<file path="src/rtl/i2c_pkg.sv">
// Shared definitions for the I2C register controller: FSM state encoding
// and the byte width used on every data path.
package i2c_pkg;

   localparam int I2C_BYTE_W = 8;

   typedef enum logic [1:0] {
      IDLE     = 2'd0,
      WAIT_PTR = 2'd1,
      WRITE    = 2'd2,
      DISCARD  = 2'd3
   } i2c_reg_state_t;

endpackage : i2c_pkg

</file>
<file path="src/rtl/i2c_regfile.sv">
// Register array for the I2C register controller: one synchronous write
// port and one registered read port. A read of the address being written
// in the same cycle returns the value held before the write.
module i2c_regfile
   import i2c_pkg::*;
#(
   parameter int                    NUM_REGS  = 16,
   parameter logic [I2C_BYTE_W-1:0] RESET_VAL = 8'h00,
   localparam int                   AW        = (NUM_REGS > 1) ? $clog2(NUM_REGS) : 1
)(
   input  logic                  clk,
   input  logic                  rst,
   input  logic                  we_i,
   input  logic [AW-1:0]         waddr_i,
   input  logic [I2C_BYTE_W-1:0] wdata_i,
   input  logic [AW-1:0]         raddr_i,
   output logic [I2C_BYTE_W-1:0] rdata_o
);

   logic [I2C_BYTE_W-1:0] mem_q [NUM_REGS];
   logic [I2C_BYTE_W-1:0] rdata_q;

   // Storage update and registered read; the read samples the pre-write contents.
   // NOTE: every register has a defined reset value, so the array is reset
   // element by element here; this keeps it out of plain RAM macros, which is
   // acceptable for a small control register bank.
   always_ff @(posedge clk) begin
      if (rst) begin
         for (int i = 0; i < NUM_REGS; i++) begin
            // NOTE: non-blocking assignments make every flop sample the
            // pre-edge values, which is what gives the read-old-value behaviour.
            mem_q[i] <= RESET_VAL;
         end
         rdata_q <= RESET_VAL;
      end else begin
         if (we_i) begin
            mem_q[waddr_i] <= wdata_i;
         end
         rdata_q <= mem_q[raddr_i];
      end
   end

   assign rdata_o = rdata_q;

endmodule : i2c_regfile

</file>
<file path="src/rtl/i2c_reg_ctrl.sv">
// I2C slave register controller. Receives framed bytes from an I2C byte
// engine: the first byte after START is a register pointer, following bytes
// are written to the register bank. Bad pointers set a sticky error and the
// rest of the frame is discarded.
// Build option: define I2C_REG_CTRL_AUTOINC_EN to advance the pointer after
// every data write; by default the pointer holds, so successive data bytes
// overwrite the same register.
module i2c_reg_ctrl
   import i2c_pkg::*;
#(
   parameter int                    NUM_REGS  = 16,
   parameter logic [I2C_BYTE_W-1:0] RESET_VAL = 8'h00,
   localparam int                   AW        = (NUM_REGS > 1) ? $clog2(NUM_REGS) : 1
)(
   input  logic                  clk,
   input  logic                  rst,
   input  logic                  frame_start_i,
   input  logic                  frame_stop_i,
   input  logic                  byte_valid_i,
   input  logic [I2C_BYTE_W-1:0] byte_data_i,
   input  logic [AW-1:0]         rd_addr_i,
   output logic [I2C_BYTE_W-1:0] rd_data_o,
   output logic                  wr_strobe_o,
   output logic [AW-1:0]         wr_addr_o,
   output logic [I2C_BYTE_W-1:0] wr_data_o,
   output logic [AW-1:0]         ptr_o,
   output logic                  busy_o,
   output logic                  err_o,
   input  logic                  err_clr_i,
   output logic [I2C_BYTE_W-1:0] byte_cnt_o
);

   localparam logic [I2C_BYTE_W-1:0] CNT_MAX = '1;

   i2c_reg_state_t state_q, state_d;

   logic [AW-1:0]         ptr_q, ptr_d;
   logic                  err_q, err_d;
   logic [I2C_BYTE_W-1:0] cnt_q, cnt_d;
   logic                  wr_strobe_q;
   logic [AW-1:0]         wr_addr_q;
   logic [I2C_BYTE_W-1:0] wr_data_q;

   logic ptr_in_range;
   logic ptr_load;
   logic wr_en;
   logic err_set;

   assign ptr_in_range = (int'(byte_data_i) < NUM_REGS);

   // FSM state register.
   always_ff @(posedge clk) begin
      if (rst) begin
         state_q <= IDLE;
      end else begin
         state_q <= state_d;
      end
   end

   // FSM next state: START overrides everything, STOP ends any active frame.
   always_comb begin
      // NOTE: defaulting every output of a combinational block before any
      // branch is what keeps synthesis from inferring latches.
      state_d = state_q;
      if (frame_start_i) begin
         state_d = WAIT_PTR;
      end else begin
         case (state_q)
            WAIT_PTR: if (byte_valid_i) state_d = ptr_in_range ? WRITE : DISCARD;
            IDLE, WRITE, DISCARD: state_d = state_q;
            default:  state_d = IDLE;
         endcase
         if (frame_stop_i && (state_q != IDLE)) begin
            state_d = IDLE;
         end
      end
   end

   // FSM outputs: decode what the current byte does. A byte in the START
   // cycle is dropped; a byte in the STOP cycle is still processed.
   always_comb begin
      ptr_load = 1'b0;
      wr_en    = 1'b0;
      err_set  = 1'b0;
      if (byte_valid_i && !frame_start_i) begin
         case (state_q)
            WAIT_PTR: begin
               ptr_load = ptr_in_range;
               err_set  = !ptr_in_range;
            end
            WRITE:   wr_en = 1'b1;
            default: ;
         endcase
      end
   end

   // Datapath next state: pointer, sticky error and per-frame byte counter.
   always_comb begin
      ptr_d = ptr_q;
      if (ptr_load) begin
         ptr_d = byte_data_i[AW-1:0];
      end else if (wr_en) begin
`ifdef I2C_REG_CTRL_AUTOINC_EN
         ptr_d = ptr_q + AW'(1);
`else
         ptr_d = ptr_q;
`endif
      end

      // A new error in the same cycle as a clear request must not be lost.
      err_d = err_q;
      if (err_set) begin
         err_d = 1'b1;
      end else if (err_clr_i) begin
         err_d = 1'b0;
      end

      cnt_d = cnt_q;
      if (frame_start_i) begin
         cnt_d = '0;
      end else if (wr_en && (cnt_q != CNT_MAX)) begin
         cnt_d = cnt_q + 1'b1;
      end
   end

   // Datapath registers and the registered write notification.
   always_ff @(posedge clk) begin
      if (rst) begin
         ptr_q       <= '0;
         err_q       <= 1'b0;
         cnt_q       <= '0;
         wr_strobe_q <= 1'b0;
         wr_addr_q   <= '0;
         wr_data_q   <= '0;
      end else begin
         ptr_q       <= ptr_d;
         err_q       <= err_d;
         cnt_q       <= cnt_d;
         wr_strobe_q <= wr_en;
         if (wr_en) begin
            wr_addr_q <= ptr_q;
            wr_data_q <= byte_data_i;
         end
      end
   end

   i2c_regfile #(
      .NUM_REGS  (NUM_REGS),
      .RESET_VAL (RESET_VAL)
   ) u_regfile (
      .clk     (clk),
      .rst     (rst),
      .we_i    (wr_en),
      .waddr_i (ptr_q),
      .wdata_i (byte_data_i),
      .raddr_i (rd_addr_i),
      .rdata_o (rd_data_o)
   );

   // The write being flagged is wiped by a reset in the same cycle, so the
   // strobe is suppressed rather than announcing a register that no longer
   // holds the data.
   assign wr_strobe_o = wr_strobe_q & ~rst;
   assign wr_addr_o   = wr_addr_q;
   assign wr_data_o   = wr_data_q;
   assign ptr_o       = ptr_q;
   assign busy_o      = (state_q != IDLE);
   assign err_o       = err_q;
   assign byte_cnt_o  = cnt_q;

endmodule : i2c_reg_ctrl
</file>
<file path="config.mk">
export PLATFORM = sky130hd
export DESIGN_NAME = i2c_reg_ctrl
export DESIGN_NICKNAME = d
export VERILOG_FILES = /design/src/rtl/i2c_pkg.sv /design/src/rtl/i2c_regfile.sv /design/src/rtl/i2c_reg_ctrl.sv
export SDC_FILE = /design/constraint.sdc
export NUM_CORES = 1
export LEC_CHECK = 0
export ABC_CLOCK_PERIOD_IN_PS = 5180
export BUFFER_PORTS_ARGS = -buffer_cell sky130_fd_sc_hd__buf_4
export CAP_MARGIN = 20
export CELL_PAD_IN_SITES_DETAIL_PLACEMENT = 2
export CELL_PAD_IN_SITES_GLOBAL_PLACEMENT = 2
export CORE_MARGIN = 1.5
export CORE_UTILIZATION = 30
export CTS_CLUSTER_DIAMETER = 30
export DETAILED_ROUTE_END_ITERATION = 16
export GPL_ROUTABILITY_DRIVEN = 0
export PLACE_DENSITY = 0.66
export SLEW_MARGIN = 20
export SYNTH_ARGS = -nofsm -noshare
export SYNTH_HDL_FRONTEND = slang
export SYNTH_HIERARCHICAL = 1
export SYNTH_SLANG_ARGS = --single-unit
</file>
<file path="constraint.sdc">
create_clock -name clk -period 5.18 [get_ports clk]
set_clock_uncertainty 0.2 [all_clocks]
set_input_delay 1.295 -clock clk [delete_from_list [all_inputs] [get_ports clk]]
set_output_delay 1.295 -clock clk [all_outputs]
set_load 0.05 [all_outputs]
</file>
Word-level counts from Yosys, hierarchy flattened:

Memories as Yosys holds them, arrays and structs flattened. A register that Yosys moved wholly into a read port is not among the register bits.
Index checks and enable logic that the tools add are counted.

* register bits after elaboration: 28
* bits in writable memories: 128
* input port bits: 18
* output and inout bits: 35
* word-level logic and storage cells: 56
* memories kept: 1

Memories
* u_regfile.mem_q: depth 16, bits a word 8, rd ports 1, clocked after Yosys merged registers in 1, wr ports 16, RTL line i2c_regfile.sv:20 `logic [I2C_BYTE_W-1:0] mem_q [NUM_REGS];`

* add/subtract/negate cells: 1
* $lt $le $gt $ge: 1
* equal/unequal tests: 7
* muxes and demuxes: 21
* bitwise gates (word level): 3
* reduce and logical (&&, ||, !) cells: 14

Operators by type and width (count)
* two-way mux 1 bit: 17
* adder 8 x 1 -> 8 bit (second input constant): 1
* less-than comparator 8 x 5 -> 1 bit (second input constant): 1
* two-way mux 8 bit: 1
* != test 8 bit (second input constant): 1
* OR reduction 8 bit: 1
* OR reduction 3 bit: 2
* equality test 2 bit (second input constant): 2
* two-way mux 2 bit: 2
* two-way mux 4 bit: 1
* != test 4 bit (second input constant): 1
* AND reduction 2 bit: 2
* nonzero test 2 bit: 2
* logical AND 1 bit: 3
* != test 3 bit (second input constant): 1
* equality test 2 x 1 -> 1 bit (second input constant): 1
* logical NOT 1 bit: 2
* logical NOT 2 bit: 1
* != test 2 bit (second input constant): 1
* NOT 1 bit: 2
* OR reduction 2 bit: 1
* bitwise AND 1 bit: 1

Depth between registers and ports, before layout:

Gate-level depths: netlist of run 1.

* depth in word-level cells: 8
* depth in mapped cells: 8
* gate-level depth less buffers: 6

Cells and area by module:

Netlist of run 1, hierarchy kept.

Modules (own cells, without submodules)
* i2c_regfile: times used 1, cells an instance 438, area an instance 6338.6 µm², seq. area each 4003.8 µm²
* i2c_reg_ctrl: times used 1, cells an instance 125, area an instance 1099.8 µm², seq. area each 560.5 µm²

Worst setup path after synthesis of run 1:

OpenSTA, ideal clock, no wires.

* kind: input -> output
* from: in rst
* to: out wr_strobe_o
* arrival: 2.186 ns
* data required time: 3.685 ns
* slack: 1.499 ns
* cell stages on the path: 2
* buffers on the path: 1
* path through: clkbuf_1 nor2b_1

* cells in the longest elaborated chain, start to end: 2

Ends and longest elaborated chain
* start, declared: RTL line i2c_reg_ctrl.sv:16 `input logic rst,`
* NOT 1 bit: RTL line i2c_reg_ctrl.sv:163 `assign wr_strobe_o = wr_strobe_q & ~rst;`
* bitwise AND 1 bit: RTL line i2c_reg_ctrl.sv:163
* end, declared: RTL line i2c_reg_ctrl.sv:23 `output logic wr_strobe_o,`

No other way between the ends.

Worst setup path after layout of run 1:

Ends and elaborated chain as after synthesis.

==> results of run 1 <==
## worst paths after layout
path	slack [ns]	end	cells past startpoint	start
hold reg to reg	0.26	wr_data_o[5]	2	wr_data_o[5]
hold / removal	0.26	wr_data_o[5]	2	wr_data_o[5]
setup / recovery	1.69	wr_strobe_o	3	rst
setup reg to reg	2.57	u_regfile/mem_q[1][4]	6	state_q[0]
## placed cells by master, fill, tap and decap left out, types with 3 or more instances in the layout
| cell type | Yosys | routed |
|---|---|---|
| xor2_1 | 4 | 4 |
| nand2b_1 | 7 | 7 |
| dfxtp_1 | 36 | 36 |
| mux4_1 | 4 | 4 |
| a22oi_1 | 18 | 18 |
| mux4_2 | 6 | 6 |
| and2_1 | 129 | 129 |
| buf_4 | 1 | 56 |
| o31ai_1 | 3 | 3 |
| o21ai_0 | 8 | 8 |
| or2_2 | 18 | 18 |
| nor2b_1 | 5 | 5 |
| nand3_1 | 7 | 7 |
| nand2_1 | 37 | 37 |
| nor2_4 | 8 | 8 |
| edfxtp_1 | 128 | 128 |
| mux2i_1 | 50 | 50 |
| clkbuf_1 | 16 | 5 |
| a21oi_1 | 18 | 18 |
| nor2_2 | 2 | 3 |
| clkbuf_16 | 0 | 20 |
| nor2_1 | 14 | 13 |
| inv_4 | 0 | 3 |
## power groups by stage
stage	Sequential, mW	Clock [mW]	Combinational (mW)
6_report	1.47	1.22	0.198
5_1_grt	1.47	1.31	0.212
4_1_cts	1.47	1.25	0.201
3_5_place_dp	1.50	0	0.200
3_3_place_gp	1.50	0	0.195
2_1_floorplan	1.51	0	0.102
## worst max-delay path: stages
cell	delay [ns]
buf_4	0.39
nor2b_1	0.10
buf_4	0.21
## stage by stage
stage          power [mW]  utilization [%]  setup WS (ns)  cells
6_report            2.893            35.67          1.686    947
5_1_grt             2.994            35.67          1.604    947
3_3_place_gp        1.692            33.32          1.669    915
4_1_cts             2.924            35.66          1.659    947
3_5_place_dp        1.700            33.32          1.466    915
2_1_floorplan       1.614                -          1.499    563
## layout make-up
type | instances | share of cell area (%)
clock buffer | 26 | 6.144
sequential | 164 | 52.61
tap | 324 | 4.673
inverter | 2 | 0.1442
multi-input combinational | 369 | 31.15
timing repair buffer | 56 | 4.846
clock inverter | 6 | 0.4327
## state kept, by name, indices dropped and copies added, names as in the netlist
register / cells
err_o: 1
byte_cnt_o: 8
ptr_o: 4
u_regfile/rdata_o: 8
u_regfile/mem_q: 128
wr_data_o: 8
state_q: 2
wr_addr_o: 4
wr_strobe_q: 1
## cells by family (layout without fill, tap and decap cells)
family | count (synthesis) | in the layout | synth area share [%]
AO/OA/AOI/OAI | 55 | 55 | 4.895
XOR/XNOR | 4 | 4 | 0.4709
adder cells (fa/ha/maj) | 1 | 1 | 0.1682
buffers and inverters | 30 | 90 | 2.338
flip-flops | 164 | 164 | 61.36
multiplexers | 60 | 60 | 9.958
AND/OR/NAND/NOR | 249 | 249 | 20.81
## routing by layer
| layer | vias to the layer above | global-route usage [%] |
|---|---|---|
| met1 | 2348 | 21.92 |
| met2 | 84 | 29.57 |
| met4 | 0 | 6.202 |
| met5 | - | 0 |
| met3 | 24 | 2.944 |
| li1 | 2115 | - |
==> metrics.txt, run 1 <==
Cell variety after synth 51; Ys Warns 6; Mapped Area 0.007438 mm^2; P_int 2.230 mW; Lkg Pwr 3.322 nW; WP data arrival 2.00 ns; critical path required time 3.68 ns; Yosys top cell by area edfxtp_1; worst skew pair latency 0.43 ns; I/O Pins 53; WL met1 9.491 mm; register area share after synthesis 61.36%; combinational fraction of design power 6.9%; Synth area leaders edfxtp_1 52%, and2_1 11%, dfxtp_1 9.7%, mux2i_1 6.7%, nand2_1 1.9%; n_diodes 0; FF+latch count, synth 164; final worst path period need 3.494 ns; Min-Delay Path Class flop to flop; Tcrit/Tclk final 67.44%; maximum root-to-sink buffer count 2; Relative slew margins 37.57%; multi-input logic area 0.002703 mm^2; Vias 4571; Final setup viols 0; hold bufs inserted after CTS 0; post-synth top area share 51.67%; antenna violations before repair 0; Post-synth EDFFs 128; Slew Limit Fails 0; Cells after Synth 563; Root Buffer Master clkbuf_16; FP Rows 57; Post-CTS Setup Bufs 0; number of global-route vias before repair 5195; critical path class input pin to primary output; CTS tree done; Resized Gates After CTS 0; Starting Density 30.59%; share of layout cells above drive strength 1 20.87%; Syn Nets 582; DP Area 0.008103 mm^2; Worst Tran Pin Value 0.9345 ns; clock slew at reported path FFs 0.06 ns; height of the die 160.5 um; Clock power frac 42.3%; CP max FO 42; # H-tree levels 4; drt wl/cell 22.07 um; Final Hold Vio Count 0; met3 wire len 561 um; Global Route Usage Sum 17.26%; final net count 629; area of the core 0.02432 mm^2; synthesized area per cell 13.21 um^2; WHS 0.2648 ns; pin count of the biggest net entering global routing 43; Die X 160.5 um; post-route ant nets 0; metal2 WL 10.44 mm; Psw 0.6636 mW; Detail Placement HPWL 14.37 mm; Vias/cell 4.827; Fmax 286.2 MHz; Die ar. 0.02575 mm^2; Area Growth Syn to Fin 16.64%; TritonCTS buffer count 17; clock sink count 164; count leader, synth and2_1; CP startpoint kind input pin; detailed-route DRC error count 0; worst vdd ir 0.0001965 V; global-route wire length before repair 32.34 mm; drt first pass iters 4; Max Used Layer met4; Layout Cell Area excl Fill 0.008676 mm^2; RSZ-0062 raised after global routing false; Iter 0 DRT Violations 198; port bufs 52; asr flop ratio synth 0%; max-capacitance violation count 0; Setup Total Neg Slack 0 ns; sequential power share 50.8%; Total Wirelength 20.90 mm; Critical Path End Type primary output; PwrDens 333.5 mW/mm^2; Net Sw Frac 22.94%; Post-synth top cells 129 x and2_1, 128 x edfxtp_1, 50 x mux2i_1; Filler Cell Count 2493; Register Area 0.004564 mm^2; GRT overflow 0; ys flop type edfxtp_1; outcome complete, no violations
Note: power is estimated with default switching activity, not from simulation.
==> run 2, diff against run 1 <==
--- a/config.mk
+++ b/config.mk
@@ -5,7 +5,7 @@
 export SDC_FILE = /design/constraint.sdc
 export NUM_CORES = 1
 export LEC_CHECK = 0
-export ABC_CLOCK_PERIOD_IN_PS = 5180
+export ABC_CLOCK_PERIOD_IN_PS = 3000
 export BUFFER_PORTS_ARGS = -buffer_cell sky130_fd_sc_hd__buf_4
 export CAP_MARGIN = 20
 export CELL_PAD_IN_SITES_DETAIL_PLACEMENT = 2
@@ -15,7 +15,7 @@
 export CTS_CLUSTER_DIAMETER = 30
 export DETAILED_ROUTE_END_ITERATION = 16
 export GPL_ROUTABILITY_DRIVEN = 0
-export PLACE_DENSITY = 0.66
+export PLACE_DENSITY = 0.69
 export SLEW_MARGIN = 20
 export SYNTH_ARGS = -nofsm -noshare
 export SYNTH_HDL_FRONTEND = slang
==> constraint.sdc (replaced) <==
create_clock -name clk -period 3 [get_ports clk]
set_clock_uncertainty 0.2 [all_clocks]
set_input_delay 0.75 -clock clk [delete_from_list [all_inputs] [get_ports clk]]
set_output_delay 0.75 -clock clk [all_outputs]
set_load 0.05 [all_outputs]
==> run 2 against run 1 <==
Effect of this change: setup slack got worse by 1.1 ns; highest routed layer unchanged; sequential share of layout area shrank 0.31 points; design area rose by 0.59%.
==> metrics.txt, run 2 (synthesized netlist as in run 1, its figures left out) <==
outcome complete, no violations (unchanged); Final Hold Vio Count 0 (unchanged); reg-to-reg startpoint state_q[0] (unchanged); CTS tree done (unchanged); Worst path top cell family by delay simple AND/OR/NAND/NOR gates (was buffers and inverters); Global Route Usage Sum 17.12% (was 17.26%); clock slew at reported path FFs 0.06 ns (about the same); Hold Crit Depth 2 (unchanged); Root Buffer Master clkbuf_16 (unchanged); cell chain of the critical path buf_4, nand4bb_1, clkinv_4, nor3b_2, nand2_2, nor3_4, or2_2 (was buf_4, nor2b_1, buf_4); buffers and inverters on the worst path 2 (unchanged); final net count 643 (was 629); critical path class input pin to flop (was input pin to primary output); Vias/cell 4.776 (was 4.827); I/O Pins 53 (unchanged); Fmax 408.7 MHz; Total Wirelength 20.87 mm (was 20.90 mm); height of the die 160.5 um (unchanged); GRT overflow 0 (unchanged); post-route ant nets 0 (unchanged); critical path required time 2.91 ns (was 3.68 ns); PwrDens 557.4 mW/mm^2 (was 333.5 mW/mm^2); worst skew pair latency 0.42 ns (was 0.43 ns); drt first pass iters 4 (unchanged); FP Rows 57 (unchanged); final worst path period need 2.447 ns; TritonCTS buffer count 17 (unchanged); CP max FO 9 (was 42); # H-tree levels 4 (unchanged); number of global-route vias before repair 5152 (was 5195); most frequent cells in the layout 129 x and2_1, 128 x edfxtp_1, 70 x buf_4, 50 x mux2i_1, 37 x nand2_1 (was 129 x and2_1, 128 x edfxtp_1, 56 x buf_4, 50 x mux2i_1, 37 x nand2_1); Worst Tran Pin Value 0.8851 ns (was 0.9345 ns); hold bufs inserted after CTS 0 (unchanged); antenna violations before repair 0 (unchanged); Area Growth Syn to Fin 17.33% (was 16.64%); Lkg Pwr 3.353 nW (was 3.322 nW); Iter 0 DRT Violations 224 (was 198); WP data arrival 2.36 ns (was 2.00 ns); FF-to-FF setup slack 0.66 ns (was 2.57 ns); global-route wire length before repair 32.13 mm (was 32.34 mm); max-capacitance violation count 0 (unchanged); Filler Cell Count 2501 (was 2493); RSZ-0062 raised after global routing false (unchanged); Die X 160.5 um (unchanged); port bufs 52 (unchanged); clock sink count 164 (unchanged); Relative slew margins 40.87% (was 37.57%); Detail Placement HPWL 14.67 mm (was 14.37 mm); detailed-route DRC error count 0 (unchanged); Cell Count, Final, Fillers Out 958 (was 947); pin count of the biggest net entering global routing 34 (was 43); Starting Density 30.59% (unchanged); Slew Limit Fails 0 (unchanged); max FFs per register 128 (unchanged); worst vdd ir 0.0003331 V (was 0.0001965 V); commonest non-fill, non-tap cell in the layout and2_1 (unchanged); n_diodes 0 (unchanged); Min-Delay Path Class flop to flop (unchanged); area of the core 0.02432 mm^2 (unchanged); r2r worst-path depth 6 (unchanged); share of layout cells above drive strength 1 22.24% (was 20.87%); Die ar. 0.02575 mm^2 (unchanged); hold path start wr_data_o[5] (unchanged); Finished Core Util 35.89% (was 35.67%); Critical Path End Type flop (was primary output); Tcrit/Tclk final 81.56%; dpl cells 929 (was 915); Reg with most FFs u_regfile/mem_q (unchanged); Reg-to-Reg End u_regfile/mem_q[2][3] (was u_regfile/mem_q[1][4]); Resized Gates After CTS 0 (unchanged); total power 4.865 mW (was 2.893 mW); CP startpoint kind input pin (unchanged); Setup Total Neg Slack 0 ns (unchanged); Vias 4575 (was 4571); Worst Hold Path EP wr_data_o[5] (unchanged); Final setup viols 0 (unchanged); Max stage delay on crit path 0.30 ns (was 0.39 ns); Post-CTS Setup Bufs 0 (unchanged); Crit-path slowest cell or2_2 (was buf_4); drt wl/cell 21.79 um (was 22.07 um); maximum root-to-sink buffer count 2 (unchanged)
run 2: layer usage:
metal  track usage, %  share of wire, %  routed length [um]
met1            21.69                44                9246
met2            29.16                50               10460
met3            3.926               4.2                 885
met4            5.013               1.3                 281
met5                0                 0                   0
run 2: per-stage QoR:
stage	setup slack, ns	cell area, um^2	hold WS (ns)
2_1_floorplan	0.2284	7438	0.3019
3_3_place_gp	0.2312	8208	0.2476
3_5_place_dp	0.1131	8208	0.2597
4_1_cts	0.5688	8727	0.2689
5_1_grt	0.4193	8727	0.2743
6_report	0.5533	8727	0.2681
run 2: cell type report:
| cell class | count | area [um^2] | share of cell area (%) |
|---|---|---|---|
| clock buffer | 17 | 425.4 | 4.875 |
| clock inverter | 12 | 93.84 | 1.075 |
| inverter | 2 | 12.51 | 0.1434 |
| multi-input combinational | 369 | 2700 | 30.94 |
| sequential | 164 | 4564 | 52.30 |
| tap | 324 | 405.4 | 4.645 |
| timing repair buffer | 70 | 525.5 | 6.022 |
run 2: how the worst max path moves through the flow:
stage / from / depth (start not counted) / end / slack [ns]
3_5_place_dp: frame_start_i / 7 / u_regfile/mem_q[2][3] / 0.11
2_1_floorplan: frame_start_i / 8 / u_regfile/mem_q[2][0] / 0.23
3_3_place_gp: frame_start_i / 7 / u_regfile/mem_q[2][7] / 0.23
5_1_grt: frame_start_i / 7 / u_regfile/mem_q[2][7] / 0.42
6_report: frame_start_i / 7 / u_regfile/mem_q[2][3] / 0.55
4_1_cts: frame_start_i / 7 / u_regfile/mem_q[2][3] / 0.57
run 2: where the power goes:
part	internal, mW	switching [mW]	total, mW
combinational	0.113	0.232	0.345
clock	1.11	0.870	1.98
sequential	2.51	0.0282	2.54
total	3.73	1.13	4.86
run 2: worst register-to-register path, stage by stage, from the launching register on:
cell	delay, ns
dfxtp_1	0.34
nand4bb_1	0.29
clkinv_4	0.13
nor3b_2	0.25
nand2_2	0.22
nor3_4	0.30
or2_2	0.30
==> run 3, diff against run 2 <==
--- a/config.mk
+++ b/config.mk
@@ -5,7 +5,7 @@
 export SDC_FILE = /design/constraint.sdc
 export NUM_CORES = 1
 export LEC_CHECK = 0
-export ABC_CLOCK_PERIOD_IN_PS = 3000
+export ABC_CLOCK_PERIOD_IN_PS = 2040
 export BUFFER_PORTS_ARGS = -buffer_cell sky130_fd_sc_hd__buf_4
 export CAP_MARGIN = 20
 export CELL_PAD_IN_SITES_DETAIL_PLACEMENT = 2
==> constraint.sdc (replaced) <==
create_clock -name clk -period 2.04 [get_ports clk]
set_clock_uncertainty 0.2 [all_clocks]
set_input_delay 0.51 -clock clk [delete_from_list [all_inputs] [get_ports clk]]
set_output_delay 0.51 -clock clk [all_outputs]
set_load 0.05 [all_outputs]
==> run 3 against run 2 <==
Effect of this change: power is 50% higher; combinational power is 64% higher; sequential power is 47% higher; global-route usage up 0.44 points; critical path depth decreased by 4; count of clock-buffer cells in the layout is 1 higher; utilization is 2.0 points higher; final cell count grew 4.5%; worst hold slack worse by 0.23 ns; setup slack got worse by 0.53 ns; design area up 5.6%.
==> metrics.txt, run 3 (synthesized netlist as in run 1, its figures left out) <==
Global Route Usage Sum 17.56% (was 17.12%); worst vdd ir 0.0005098 V (was 0.0003331 V); Relative slew margins 60.22% (was 40.87%); hold bufs inserted after CTS 0 (unchanged); total power 7.280 mW (was 4.865 mW); commonest non-fill, non-tap cell in the layout and2_1 (unchanged); Tcrit/Tclk final 99.10%; Starting Density 30.59% (unchanged); worst skew pair latency 0.43 ns (was 0.42 ns); Layout Cell Area excl Fill 0.009216 mm^2 (was 0.008727 mm^2); clock sink count 164 (unchanged); antenna violations before repair 0 (unchanged); GRT overflow 0 (unchanged); Worst Tran Pin Value 0.5945 ns (was 0.8851 ns); max FFs per register 128 (unchanged); pin count of the biggest net entering global routing 19 (was 34); Critical Path End Type primary output (was flop); PwrDens 789.9 mW/mm^2 (was 557.4 mW/mm^2); Final Hold Vio Count 0 (unchanged); Area Growth Syn to Fin 23.90% (was 17.33%); # H-tree levels 4 (unchanged); Iter 0 DRT Violations 185 (was 224); I/O Pins 53 (unchanged); Slew Limit Fails 0 (unchanged); final net count 683 (was 643); area of the core 0.02432 mm^2 (unchanged); height of the die 160.5 um (unchanged); Final setup viols 0 (unchanged); Die X 160.5 um (unchanged); share of layout cells above drive strength 1 28.95% (was 22.24%); outcome complete, no violations (unchanged); Die ar. 0.02575 mm^2 (unchanged); most frequent cells in the layout 129 x and2_1, 128 x edfxtp_1, 104 x buf_4, 50 x mux2i_1, 37 x nand2_1 (was 129 x and2_1, 128 x edfxtp_1, 70 x buf_4, 50 x mux2i_1, 37 x nand2_1); drt first pass iters 4 (unchanged); Vias/cell 4.771 (was 4.776); post-route ant nets 0 (unchanged); Min-Delay Path Class input pin to flop (was flop to flop); critical path class flop to primary output (was input pin to flop); detailed-route DRC error count 0 (unchanged); TritonCTS buffer count 17 (unchanged); WHS 0.03753 ns (was 0.2681 ns); critical path required time 1.33 ns (was 2.91 ns); Lkg Pwr 3.612 nW (was 3.353 nW); max-capacitance violation count 0 (unchanged); Detail Placement HPWL 15.39 mm (was 14.67 mm); drt wl/cell 21.31 um (was 21.79 um); final worst path period need 2.022 ns; Root Buffer Master clkbuf_16 (unchanged); CTS tree done (unchanged); WP data arrival 1.31 ns (was 2.36 ns); Filler Cell Count 2468 (was 2501); maximum root-to-sink buffer count 2 (unchanged); number of global-route vias before repair 5422 (was 5152); clock slew at reported path FFs 0.06 ns (about the same); RSZ-0062 raised after global routing true (was false); port bufs 52 (unchanged); Fmax 494.7 MHz; Total Wirelength 21.33 mm (was 20.87 mm); CP max FO 3 (was 9); global-route wire length before repair 33.24 mm (was 32.13 mm); n_diodes 0 (unchanged); FP Rows 57 (unchanged); CP startpoint kind flop (was input pin); Post-CTS Setup Bufs 0 (unchanged); Reg with most FFs u_regfile/mem_q (unchanged); DP Area 0.008630 mm^2 (was 0.008208 mm^2); Vias 4776 (was 4575)
[run 3: cell types whose count changed in the layout (fill, tap and decap cells not counted), moves of 2 or more]
cell        delta
buf_12         +4
buf_4         +34
clkinv_1       -2
clkinvlp_4     +2
dfxtp_1        -6
dfxtp_2        +5
nor2_1         -2
nor2_2         -2
nor2_4         +4
or2_2         -11
or2_4         +11
[run 3: metrics by stage]
stage | std cells | TNS, ns | worst slack [ns] | utilization (%)
finish | 1001 | 0 | 0.01839 | 37.90
global route | 1001 | -0.1927 | -0.02343 | 37.90
CTS | 1001 | -0.4551 | -0.02343 | 37.77
detailed placement | 969 | -48.29 | -0.3222 | 35.48
global placement | 969 | -38.01 | -0.2634 | 35.48
floorplan | 563 | -24.11 | -0.3402 | -
[run 3: area by class of cell]
type | instances | area (um^2) | share of cell area [%]
clock inverter | 14 | 115.1 | 1.249
timing repair buffer | 110 | 887.1 | 9.625
tap | 324 | 405.4 | 4.399
multi-input combinational | 369 | 2793 | 30.30
clock buffer | 18 | 429.2 | 4.657
sequential | 164 | 4574 | 49.63
inverter | 2 | 12.51 | 0.1358
[run 3: final timing paths]
kind / slack [ns] / cells past startpoint / from / endpoint
hold / removal: 0.04 / 2 / frame_stop_i / state_q[1]
setup / recovery: 0.02 / 3 / state_q[1] / busy_o
hold reg to reg: 0.27 / 2 / wr_data_o[1] / wr_data_o[1]
setup reg to reg: 0.06 / 7 / state_q[0] / u_regfile/mem_q[14][6]
[run 3: worst max-delay path: stages (launching register included)]
cell,delay [ns]
dfxtp_4,0.36
buf_6,0.12
or2_4,0.25
buf_8,0.15
[run 3: timing repair]
item | in CTS | in global routing
setup endpoints to repair | 27 | 88
gates resized for setup | 5 | 6
pin swaps | 0 | 6
[run 3: power breakdown]
part / switching [mW] / leakage (nW) / internal (mW) / total (mW)
Clock: 1.32 / 0.249 / 1.66 / 2.98
Sequential: 0.0398 / 1.62 / 3.69 / 3.73
Combinational: 0.358 / 1.75 / 0.208 / 0.566
Total: 1.72 / 3.61 / 5.56 / 7.28
[run 3: metal layers]
| layer | vias up | part of all wire, % | global-route usage (%) |
|---|---|---|---|
| li1 | 2221 | - | - |
| met1 | 2447 | 44 | 22.08 |
| met2 | 89 | 52 | 30.58 |
| met4 | 0 | 1.1 | 5.353 |
| met5 | - | 0 | 0 |
| met3 | 19 | 3.1 | 3.254 |
